[config.mk]
export PLATFORM = sky130hd
export DESIGN_NAME = onehot_sequencer
export DESIGN_NICKNAME = d
export VERILOG_FILES = /design/src/rtl/onehot_sequencer.sv
export SDC_FILE = /design/constraint.sdc
export NUM_CORES = 1
export LEC_CHECK = 0
export ABC_AREA = 1
export ABC_CLOCK_PERIOD_IN_PS = 3600
export CAP_MARGIN = 30
export CORE_ASPECT_RATIO = 0.9
export CORE_UTILIZATION = 52
export DETAILED_ROUTE_END_ITERATION = 7
export GPL_ROUTABILITY_DRIVEN = 0
export GPL_TIMING_DRIVEN = 0
export PLACE_DENSITY = 0.78
export SLEW_MARGIN = 20
export SYNTH_ARGS = -nofsm -noshare
export SYNTH_HDL_FRONTEND = slang
export SYNTH_SLANG_ARGS = --single-unit
[constraint.sdc]
create_clock -name clk -period 3.6 [get_ports clk]
set_input_delay 0.72 -clock clk [delete_from_list [all_inputs] [get_ports clk]]
set_output_delay 0.72 -clock clk [all_outputs]
set_load 0.02 [all_outputs]
[src/rtl/onehot_sequencer.sv]
// Registered binary-to-one-hot decoder with handshaked direct loads, an up/down
// scan sequencer with programmable dwell, and a hold mode.
module onehot_sequencer #(
  parameter int SEL_W   = 3,
  parameter int OUT_W   = 2**SEL_W,
  parameter int DWELL_W = 8
) (
  input  logic               clk,
  input  logic               rst_n,
  input  logic               en,
  input  logic [1:0]         mode,
  input  logic               sel_valid,
  input  logic [SEL_W-1:0]   sel,
  output logic               sel_ready,
  input  logic [DWELL_W-1:0] dwell,
  output logic [OUT_W-1:0]   D,
  output logic [SEL_W-1:0]   idx,
  output logic               wrap
);

  typedef enum logic {
    ST_IDLE,
    ST_ACTIVE
  } state_t;

  typedef enum logic [1:0] {
    MODE_DIRECT    = 2'b00,
    MODE_SCAN_UP   = 2'b01,
    MODE_SCAN_DOWN = 2'b10,
    MODE_HOLD      = 2'b11
  } mode_t;

  localparam logic [OUT_W-1:0] ONE_HOT_LSB = OUT_W'(1);

  state_t             r_state;
  state_t             w_state_nxt;
  mode_t              w_mode;
  logic [1:0]         r_mode_prev;
  logic [SEL_W-1:0]   r_idx;
  logic [SEL_W-1:0]   w_idx_nxt;
  logic [DWELL_W-1:0] r_cnt;
  logic [DWELL_W-1:0] w_cnt_nxt;
  logic [DWELL_W-1:0] w_cnt_base;
  logic [DWELL_W-1:0] w_dwell_lim;
  logic [OUT_W-1:0]   r_d;
  logic [OUT_W-1:0]   w_d_nxt;
  logic               r_wrap;
  logic               w_wrap_nxt;
  logic               w_load;
  logic               w_mode_chg;
  logic               w_expire;

  assign w_mode    = mode_t'(mode);
  assign sel_ready = en & rst_n;
  assign w_load    = sel_valid & sel_ready;

  // A mode change restarts the dwell count and the new mode acts from that zero
  // on the same edge, so a scan position always lasts a full dwell.
  assign w_mode_chg  = (mode != r_mode_prev);
  assign w_cnt_base  = w_mode_chg ? '0 : r_cnt;
  assign w_dwell_lim = (dwell == '0) ? '0 : dwell - DWELL_W'(1);
  assign w_expire    = (w_cnt_base >= w_dwell_lim);

  // NOTE: sequential state uses non-blocking assignments so every register
  // samples the pre-edge values, independent of statement order.
  always_ff @(posedge clk) begin
    if (!rst_n) begin
      r_state     <= ST_IDLE;
      r_mode_prev <= MODE_DIRECT;
      r_idx       <= '0;
      r_cnt       <= '0;
      r_d         <= '0;
      r_wrap      <= 1'b0;
    end else begin
      r_state     <= w_state_nxt;
      r_mode_prev <= mode;
      r_idx       <= w_idx_nxt;
      r_cnt       <= w_cnt_nxt;
      r_d         <= w_d_nxt;
      r_wrap      <= w_wrap_nxt;
    end
  end

  always_comb begin
    w_state_nxt = r_state;
    case (r_state)
      ST_IDLE:   if (en)  w_state_nxt = ST_ACTIVE;
      ST_ACTIVE: if (!en) w_state_nxt = ST_IDLE;
      default:   w_state_nxt = ST_IDLE;
    endcase
  end

  // NOTE: every signal gets a default before any branch so no path leaves it
  // unassigned, which would otherwise infer a latch.
  always_comb begin
    w_idx_nxt  = r_idx;
    w_cnt_nxt  = r_cnt;
    w_wrap_nxt = 1'b0;
    if (!en) begin
      w_cnt_nxt = '0;
    end else if (w_load) begin
      w_idx_nxt = sel;
      w_cnt_nxt = '0;
    end else if (r_state == ST_IDLE) begin
      // Enable rising edge: show the retained index for a full dwell first.
      w_cnt_nxt = '0;
    end else begin
      case (w_mode)
        MODE_SCAN_UP: begin
          if (w_expire) begin
            w_cnt_nxt  = '0;
            w_idx_nxt  = r_idx + SEL_W'(1);
            w_wrap_nxt = (r_idx == '1);
          end else begin
            w_cnt_nxt = w_cnt_base + DWELL_W'(1);
          end
        end
        MODE_SCAN_DOWN: begin
          if (w_expire) begin
            w_cnt_nxt  = '0;
            w_idx_nxt  = r_idx - SEL_W'(1);
            w_wrap_nxt = (r_idx == '0);
          end else begin
            w_cnt_nxt = w_cnt_base + DWELL_W'(1);
          end
        end
        MODE_HOLD: w_cnt_nxt = w_cnt_base;
        default:   w_cnt_nxt = '0;
      endcase
    end
    w_d_nxt = en ? (ONE_HOT_LSB << w_idx_nxt) : '0;
  end

  assign D    = r_d;
  assign idx  = r_idx;
  assign wrap = r_wrap;

endmodule
==> results.cfg <==
[detailed_routing]
post-route-drc-count = 0
vias = 1569
wire_per_inst_um = 10.5
drt_iter0_drc = 59
first_pass_iters = 4
viasPerCell = 4.92
routed_wl_mm = 3.34
ant_nets = 0

[die]
die_y_um = 55.3
boundaryPins = 30
rows = 18
die-area_um2 = 3380
start_util_pct = 57.3
fp.dieW_um = 61.2
design.core.area_um2 = 2860

[timing]
timing.final.crit_share_pct = 91.3
finalSetupTns_ns = 0
setup_viol = 0
skew_ns = 0.00446
maxSlewHeadroom_pct = 61.2
setup_ws_ns = 0.314
hold_viol = 0
tightest_slew_ns = 0.577
fmax_mhz = 304
final_max_slew_viol_count = 0
fin_crit_ns = 3.29
rsz0062_at_grt = false
hold_ws_ns = 0.549

[synth]
syn_avg_cell_area_um2 = 6.67
synth_fa_ha_area_share_pct = 13.7
synth_top_family_by_area = simple AND/OR/NAND/NOR gates
synthTopCellsByArea = dfxtp_1, nand2_1, ha_1
yosys-mux-area-fraction_pct = 0
syn_nets = 281
synthSimpleGateAreaFrac_pct = 34.5
synth_flop_cell = dfxtp_1
ys_seq_area_share_pct = 28.1
synth_cell_type_count = 29
async_flop_share_pct = 0
synth-xor-area-share_pct = 4.27
netlist.area_leader.share_pct = 28.1
synth_area_um2 = 1640
synth-edff-count = 0
synth_most_common_cell = nand2_1
syn-instance-count = 246
synth_warnings = 0
yosysTopAreaCell = dfxtp_1
synth_compound_area_share_pct = 8.92
synth.ff_latch_count = 23
yosys-top-cells-count = nand2_1, inv_1, nor2_1

[setup_path]
reg2reg_depth = 16
critPathSlowestCell = clkdlybuf4s50_1
crit_fanout = 7
cp_slowest_stage_delay_ns = 0.52
critPathKind = input port to flop
start_kind = input port
end_kind = flop
worstPathArrival_ns = 3.54
cp_cell_sequence = clkdlybuf4s50_1, xnor2_1, nand2_2, inv_2, nand2_1, inv_1, ha_1, a21oi_1, o21a_1, nand2_2, nand2_1, nand2_1, nand3_1, nand2_1, a21oi_1, nand2_1, nor2_1
cp.required_ns = 3.86
cpMostUsedCell = nand2_1

[finish]
fillers = 271
multi_input_area_um2 = 1010
fin_nets = 315
utilization_pct = 70.5
ff_latch_area_um2 = 460
n_antenna_cell = 0
final_cells = 319
drive_gt1_share_pct = 7.89
area_growth_pct = 22.9

[grt]
track_usage_pct = 21.6
grt-ovfl-total = 0
grt_antenna_before_repair = 0
grt_pass1_wl_mm = 5.64
grt_max_degree = 14
grt_pass1_vias = 1361

[clock_network]
clk_pin_slew_ns = 0.13
clock-sinks = 23
post_cts_buffers = 0
clockRootBuffer = clkbuf_4
clock_latency_ns = 0.31
cts_buffer_depth = 2
cts_buffers = 3
htree_levels = 1
cts_tree = yes

[placement]
place_inst = 315
dp_worst_setup_slack_ns = -0.0713
port-buffer-count = 29
hpwl_mm = 2.74

[outcome]
status = completed

[power]
peakVddDrop_mv = 0.174
p_per_area_nw_per_um2 = 254
p_leak_nw = 0.971

[flow_run]
max-cap-violations = 0

[hold_path]
whs_path_depth = 2
hold_path_class = flop to flop
flip-flops by register name, indices dropped and copies added, names as in the netlist:
| register | cells |
|---|---|
| D | 8 |
| wrap | 1 |
| r_mode_prev | 2 |
| idx | 3 |
| r_cnt | 8 |
| r_state | 1 |
stage by stage:
stage / power (mW) / instance area [um2]
after floorplan: 0.345 / 1640
after global placement: 0.391 / 1980
after detailed placement: 0.394 / 1980
after CTS: 0.515 / 2010
after global routing: 0.543 / 2020
final: 0.512 / 2020
metal layers:
metal  share of wire [%]  up-vias  wire length [um]  global-route usage, %
met5                   0        -                 0                      0
met4                0.81        0                27                   5.52
met3                 3.5        2               116                   3.75
met2                  44       31              1480                   32.3
met1                  51      706              1710                   31.7
li1                    -      830                 -                      -
kinds of logic (layout without fill, tap and decap cells):
family | Yosys count | after routing
flops | 23 | 23
buf+inv | 46 | 79
xor+xnor | 8 | 8
compound gates | 25 | 25
fa+ha+maj | 18 | 18
simple gates | 126 | 126
report_power, final:
part	switching, mW	internal, mW	total (mW)
combinational	0.0705	0.0530	0.123
clock	0.0821	0.0415	0.124
sequential	0.00419	0.261	0.265
total	0.157	0.356	0.512
placed cells by master, fill, tap and decap left out, types with 2 or more instances in the layout:
cell type,synthesis,routed
nor2_4,2,2
nand2_1,66,66
clkdlybuf4s50_1,0,29
nor2_2,6,7
o21ai_0,5,5
a21oi_1,12,12
ha_1,18,18
dfxtp_1,23,23
nand2_2,2,2
a221oi_1,2,2
clkbuf_4,0,3
xnor2_1,3,3
nor2_1,29,28
inv_1,44,44
xor2_1,5,5
nand3_1,14,13
worst max-delay path, delay by kind of cell:
family                   cells  cell delay (ns)
AO/OA/AOI/OAI                3             0.59
AND/OR/NAND/NOR              9             0.96
XOR/XNOR                     1             0.25
buffers and inverters        3             0.77
adder cells (fa/ha/maj)      1             0.26
final cells by class:
class	count	area share, %
clock inverter	1	0.248
inverter	45	8.38
tap	40	2.48
buffer	1	0.186
clock buffer	3	1.12
sequential	23	22.8
multi-input combinational	177	50.3
timing repair buffer	29	14.4
worst paths after layout:
kind | slack (ns) | to | startpoint
setup / recovery | 0.31 | D[6] | mode[1]
hold / removal | 0.55 | r_cnt[0] | r_cnt[0]
setup reg to reg | 1.00 | D[6] | r_mode_prev[1]
hold reg to reg | 0.55 | r_cnt[0] | r_cnt[0]
repair_timing:
action / CTS / global route
endpoints found under the setup margin: 0 / 6
gates resized for setup: 0 / 2
hold buffers: 0 / 0
Power figures use the tool's default switching activity.
